### src/rtl/dom_pkg.sv
// Shared helpers for DOM-masked GF(2^N) multipliers:
// randomness indexing and sizing.
package dom_pkg;

   localparam int MAX_SHARES = 8;

   function automatic int rand_idx(input int i, input int j);
      if (i < j) return i + (j * (j - 1)) / 2;
      else return j + (i * (i - 1)) / 2;
   endfunction

   function automatic int rand_width(input int n, input int s);
      return (n * s * (s - 1)) / 2;
   endfunction

endpackage

### src/rtl/gf2_mul.sv
// Combinational GF(2^N) multiplier, polynomial basis.
// Reduction by x^2+x+1 (N=2) or x^4+x+1 (N=4).
module gf2_mul #(
   parameter int N = 2
) (
   input  logic [N-1:0] i_a,
   input  logic [N-1:0] i_b,
   output logic [N-1:0] o_p
);

   // both supported polynomials have low part x+1
   localparam logic [N-1:0] RED = N'(3);

   logic [N-1:0] w_acc;
   logic [N-1:0] w_sh;

   always_comb begin
      w_acc = '0;
      w_sh  = i_a;
      for (int k = 0; k < N; k++) begin
         if (i_b[k]) w_acc = w_acc ^ w_sh;
         w_sh = {w_sh[N-2:0], 1'b0}
              ^ (w_sh[N-1] ? RED : '0);
      end
   end

   assign o_p = w_acc;

endmodule

### src/rtl/shared_mul_gf2n_pipe.sv
// Flow-controlled DOM-masked GF(2^N) multiplier.
// Define SHARED_MUL_OUTREG_EN for a registered output stage.
module shared_mul_gf2n_pipe
   import dom_pkg::*;
#(
   parameter int N      = 2,
   parameter int SHARES = 2
) (
   input  logic                  ClkxCI,
   input  logic                  RstxBI,
   input  logic                  InValidxSI,
   output logic                  InReadyxSO,
   input  logic [SHARES*N-1:0]   _XxDI,
   input  logic [SHARES*N-1:0]   _YxDI,
   input  logic [rand_width(N, SHARES)-1:0] _ZxDI,
   output logic                  OutValidxSO,
   input  logic                  OutReadyxSI,
   output logic [SHARES*N-1:0]   _QxDO
);

   logic [N-1:0] w_prod [SHARES][SHARES];
   logic [N-1:0] w_term [SHARES][SHARES];
   logic [N-1:0] r_term [SHARES][SHARES];
   logic [SHARES*N-1:0] w_qp;
   logic r_s1v;
   logic w_acc;
   logic w_s1_go;

   for (genvar i = 0; i < SHARES; i++) begin : g_i
      for (genvar j = 0; j < SHARES; j++) begin : g_j
         gf2_mul #(.N(N)) u_mul (
            .i_a(_XxDI[i*N +: N]),
            .i_b(_YxDI[j*N +: N]),
            .o_p(w_prod[i][j])
         );
         if (i == j) begin : g_dom
            assign w_term[i][j] = w_prod[i][j];
         end else begin : g_cross
            localparam int RI = rand_idx(i, j);
            assign w_term[i][j] =
               w_prod[i][j] ^ _ZxDI[RI*N +: N];
         end
      end
   end

   assign w_acc = InValidxSI && InReadyxSO;

   always_ff @(posedge ClkxCI or negedge RstxBI) begin
      if (!RstxBI) begin
         r_term <= '{default: '0};
         r_s1v  <= 1'b0;
      end else begin
         if (w_acc) r_term <= w_term;
         if (w_acc) r_s1v <= 1'b1;
         else if (w_s1_go) r_s1v <= 1'b0;
      end
   end

   // compression strictly after the term registers
   always_comb begin
      w_qp = '0;
      for (int i = 0; i < SHARES; i++) begin
         for (int j = 0; j < SHARES; j++) begin
            w_qp[i*N +: N] = w_qp[i*N +: N]
                           ^ r_term[i][j];
         end
      end
   end

`ifdef SHARED_MUL_OUTREG_EN
   logic r_s2v;
   logic [SHARES*N-1:0] r_q;
   logic w_s2_rdy;

   assign w_s2_rdy = !r_s2v || OutReadyxSI;
   assign w_s1_go  = r_s1v && w_s2_rdy;

   always_ff @(posedge ClkxCI or negedge RstxBI) begin
      if (!RstxBI) begin
         r_s2v <= 1'b0;
         r_q   <= '0;
      end else if (w_s1_go) begin
         r_s2v <= 1'b1;
         r_q   <= w_qp;
      end else if (OutReadyxSI) begin
         r_s2v <= 1'b0;
      end
   end

   assign OutValidxSO = r_s2v;
   assign _QxDO       = r_q;
`else
   assign w_s1_go     = r_s1v && OutReadyxSI;
   assign OutValidxSO = r_s1v;
   assign _QxDO       = w_qp;
`endif

   assign InReadyxSO = !r_s1v || w_s1_go;

endmodule

### config.mk
export PLATFORM = sky130hd
export DESIGN_NAME = shared_mul_gf2n_pipe
export DESIGN_NICKNAME = d
export VERILOG_FILES = /design/src/rtl/dom_pkg.sv /design/src/rtl/gf2_mul.sv /design/src/rtl/shared_mul_gf2n_pipe.sv
export SDC_FILE = /design/constraint.sdc
export NUM_CORES = 1
export LEC_CHECK = 0
export ABC_AREA = 1
export BUFFER_PORTS_ARGS = -buffer_cell sky130_fd_sc_hd__clkbuf_2
export CORE_AREA = 2 2 39 41
export CTS_BUF_LIST = sky130_fd_sc_hd__clkbuf_4 sky130_fd_sc_hd__clkbuf_8
export DETAILED_ROUTE_END_ITERATION = 10
export DIE_AREA = 0 0 41 43
export GPL_TIMING_DRIVEN = 1
export PLACE_DENSITY = 0.84
export SYNTH_ARGS = -nofsm -noshare
export SYNTH_HDL_FRONTEND = slang
export SYNTH_SLANG_ARGS = --single-unit
### constraint.sdc
create_clock -name ClkxCI -period 1.2 [get_ports ClkxCI]
set_input_delay 0.18 -clock ClkxCI [delete_from_list [all_inputs] [get_ports ClkxCI]]
set_output_delay 0.18 -clock ClkxCI [all_outputs]
set_load 0.02 [all_outputs]
======== Word level (Yosys, flattened, before mapping) ========
Cells that the tools add are included.
storage, ports and cells
  logic and storage cells ................. 32
  bits of input ports ..................... 14
  flip-flop bits (word level) ............. 9
  output and inout bits ................... 6
cells by class
  reduce and logical (&&, ||, !) cells .... 5
  bitwise gates (word level) .............. 10
  multiplexer cells ....................... 12
operators by type and width
  kind               count
  $mux 2             10
  $xor 2x2->2        10
  $logic_and 1x1->1  2
  $mux 1             2
  $reduce_bool 2->1  1
  $logic_not 1->1    1
  $logic_or 1x1->1   1

======== Logic depth before layout (Yosys ltp) ========
  word-level depth ........................ 5
  depth in mapped cells ................... 8
  mapped depth without buffers ............ 7

======== By module ========
A second synthesis with hierarchy kept.
second synthesis, totals
  cell total of the unflattened synthesis .. 117
  area total of the unflattened synthesis .. 698.2 um2
by module, submodules not included
  module                times used  area each (um2)  cells each
  shared_mul_gf2n_pipe  1           452.9            61
  gf2_mul               4           61.3             14

======== Least setup slack after synthesis ========
Ideal clock, no wire load.
  kind .................................... register -> register
  from .................................... reg r_s1v (netlist: OutValidxSO)
  to ...................................... reg r_term[0] in the netlist's numbering
  setup time .............................. 0.121 ns
  arrival ................................. 0.957 ns
  slack ................................... 0.121 ns
  stages on the path, launching flop included .. 6
  clock period less this slack ............ 1.079 ns
  cell sequence ........................... dfrtp_1 > nand2_2 > nand2_2 > buf_4 > nand2_1 > o21ai_1
on the way
  cells in the longest elaborated chain, start to end .. 3
  elaborated cells on any way between the ends .. 4
  classes of those cells .................. reduce/logical: 4
ends and longest elaborated chain
  item                                                         RTL line                                                source
  start, declared                                              shared_mul_gf2n_pipe.sv:25                              logic r_s1v;
  start signal, assigned                                       shared_mul_gf2n_pipe.sv:51                              r_s1v <= 1'b0;
  start signal, assigned                                       shared_mul_gf2n_pipe.sv:54                              if (w_acc) r_s1v <= 1'b1;
  start signal, assigned                                       shared_mul_gf2n_pipe.sv:55                              else if (w_s1_go) r_s1v <= 1'b0;
  $logic_not 1->1 / $logic_and 1x1->1 (equally long branches)  shared_mul_gf2n_pipe.sv:98, shared_mul_gf2n_pipe.sv:93
  $logic_or 1x1->1 *                                           shared_mul_gf2n_pipe.sv:98                              assign InReadyxSO = !r_s1v || w_s1_go;
  named net InReadyxSO                                         shared_mul_gf2n_pipe.sv:12                              output logic InReadyxSO,
  $logic_and 1x1->1 *                                          shared_mul_gf2n_pipe.sv:46                              assign w_acc = InValidxSI && InReadyxSO;
  end signal, assigned                                         shared_mul_gf2n_pipe.sv:53                              if (w_acc) r_term <= w_term;
  end, declared                                                shared_mul_gf2n_pipe.sv:23                              logic [N-1:0] r_term [SHARES][SHARES];
Mark *: on every way through the listed nets, which the timed path passes. The rest lies on a longest branch.
A chain may end at the register's enable or synchronous reset.

======== Final worst setup path ========
  from .................................... reg r_term[0] in the netlist's numbering
  to ...................................... out _QxDO[2]
on the way
  cells in the longest elaborated chain, start to end .. 1
ends and longest elaborated chain
  item           RTL line                    source
  $xor 2x2->2    shared_mul_gf2n_pipe.sv:65  ^ r_term[i][j];
  end, declared  shared_mul_gf2n_pipe.sv:18  output logic [SHARES*N-1:0] _QxDO
Every way passes these cells.

==> impl_metrics.json <==
{
  "initial_core_util": 0.469,
  "synth_cells": 99,
  "cts_tree": "done",
  "wl_per_cell_um": 9.06,
  "rsz0062_at_grt": "no",
  "drt-vias-per-instance": 4.79,
  "fin_crit_ns": 1.15,
  "core_sq_um": 1380,
  "diodes": 0,
  "drtPass1Iterations": 4,
  "postRouteWirelength_um": 1230,
  "drive_gt1_frac": 0.250,
  "synthArstFlopShare": 1.00,
  "avgSynthCellArea_sq_um": 6.56,
  "synth.net_count": 113,
  "synth_commonest_cells": "47 x nand2_1, 16 x nand3_1, 9 x dfrtp_1, 7 x inv_1",
  "yosys_warnings": 0,
  "routed-via-count": 652,
  "tightest_slew_ns": 0.209,
  "cts_sinks": 9,
  "crit_fanout": 2,
  "rrSetupSlack_ns": 0.23,
  "ff2ff_path_depth": 5,
  "cp-endpoint": "_QxDO[2]",
  "post_cts_buffers": 0,
  "synth_edf_count": 0,
  "dieArea_sq_um": 1760,
  "leakage_nw": 0.470,
  "insertion_delay_ns": 0.26,
  "dpl-instance-area_sq_um": 734,
  "netlist_area_sq_um": 649,
  "ff_latch_area_sq_um": 225,
  "path_clk_slew_ns": 0.06,
  "grt_start_max_net_pins": 13,
  "drtIter0Drc": 14,
  "r2r_end": "r_term[7]",
  "fp-row-count": 14,
  "yosysSeqAreaShare": 0.347,
  "reg2reg_from": "OutValidxSO",
  "n_fill_cell": 135,
  "period_share": 0.956,
  "die_w_um": 41,
  "start_kind": "register",
  "setup_viol": 0,
  "path_class": "register to output port",
  "cts_made_buffers": 3,
  "fin_skew_ns": 0.00878,
  "synth_seq_cells": 9,
  "synth_area_leaders": "dfrtp_1 35%, nand2_1 27%, nand3_1 12%, xor2_1 5.4%, inv_1 4.0%",
  "area_growth_syn_to_layout_pct": 20.4,
  "utilization": 0.565,
  "synthDistinctLibCells": 12,
  "max_cap_violations": 0,
  "hold_class": "input pin to register",
  "ys.flop_type": "dfrtp_1",
  "multiInputGateArea_sq_um": 357,
  "crit_arrival_ns": 0.97,
  "portBuffers": 19,
  "stdcell_area_sq_um": 782,
  "postRouteAntennaNets": 0,
  "final_nets": 135,
  "final.setup.tns_ns": 0,
  "grt_pass1_wl_um": 2000,
  "hp-start": "OutReadyxSI",
  "cts-root-buf": "clkbuf_4",
  "outcome": "complete, no violations",
  "hold_viol": 0,
  "first_global_vias": 511,
  "cts.path.max_buffers": 2,
  "yosys.area.top_type": "dfrtp_1",
  "track_usage": 0.170,
  "dp_hpwl_um": 1010,
  "powerDensity_nw_per_um2": 1250,
  "ios": 20,
  "place_congestion": 0.774,
  "fp.dieH_um": 43,
  "final_max_slew_viol_count": 0,
  "fmaxAchievable_mhz": 872,
  "yosysTopAreaCellShare": 0.347,
  "synth.most_common_cell": "nand2_1",
  "relSlewSlack": 0.860,
  "drc": 0,
  "antenna_found_initial": 0,
  "htreeDepth": 1,
  "required_ns": 1.02,
  "crit_path_end_kind": "output port",
  "overflow": 0,
  "peakVddDrop_uv": 465,
  "crit_start": "r_term[0]"
}
[worst max-delay path, cell delays in order (launching register included)]
cell	delay, ns
dfrtp_1	0.39
xor2_1	0.16
buf_4	0.16
[cell families (layout without fill, tap and decap cells)]
| logic type | Yosys count | after routing | synth area share |
|---|---|---|---|
| simple gates | 69 | 69 | 0.453 |
| buf+inv | 13 | 34 | 0.104 |
| flops | 9 | 9 | 0.347 |
| xor+xnor | 6 | 6 | 0.0809 |
| compound gates | 2 | 2 | 0.0154 |
[flip-flops by register name, summed over array words and instances (netlist names)]
register / cells
OutValidxSO: 1
r_term: 8
[placed cells by master, fill, tap and decap left out]
cell	instances
inv_1	7
buf_4	3
clkbuf_4	4
xnor2_1	2
nand4_1	2
xor2_1	4
nand3_1	16
o21ai_1	2
clkbuf_2	15
inv_2	3
buf_2	1
dfrtp_1	9
nand2_2	4
nand2_1	47
dlygate4sd3_1	1
[through the flow]
stage | setup WS (ns) | power, mW | std cells | hold slack, ns
final | 0.0529 | 0.975 | 136 | 0.202
after CTS | 0.0210 | 0.971 | 136 | 0.195
after floorplan | 0.121 | 0.608 | 99 | -0.116
after global placement | 0.266 | 0.703 | 131 | 0.0401
after detailed placement | 0.237 | 0.713 | 131 | 0.0431
after global routing | 0.00263 | 1.05 | 136 | 0.249
[area by class of cell]
| cell class | count | area share |
|---|---|---|
| clock buffer | 4 | 0.0384 |
| inverter | 10 | 0.0480 |
| multi-input combinational | 77 | 0.456 |
| sequential | 9 | 0.288 |
| tap | 16 | 0.0256 |
| timing repair buffer | 20 | 0.144 |
[worst min path at each step]
stage	end	cells after the start
after floorplan	OutValidxSO	0
final	OutValidxSO	4
after CTS	OutValidxSO	4
after detailed placement	OutValidxSO	1
after global routing	OutValidxSO	4
after global placement	OutValidxSO	1
[repair_timing]
item                                    4_1_cts  5_1_grt
endpoints found under the setup margin        0        4
gates resized for setup                       0        7
endpoints found under the hold margin         9        0
hold buffers                                  1        0
[power by group]
group          total [mW]  internal, mW  switching, mW
clock               0.250         0.150         0.0993
combinational       0.340         0.139          0.202
sequential          0.385         0.352         0.0333
total               0.975         0.641          0.334
[metal layers]
layer / global-route usage / vias up / wire length, um
li1: - / 350 / -
met1: 0.231 / 276 / 557
met4: 0.140 / 0 / 22
met5: 0 / - / 0
met3: 0.0157 / 2 / 79
met2: 0.231 / 24 / 572
No activity file was read; power rests on OpenSTA's default activity.
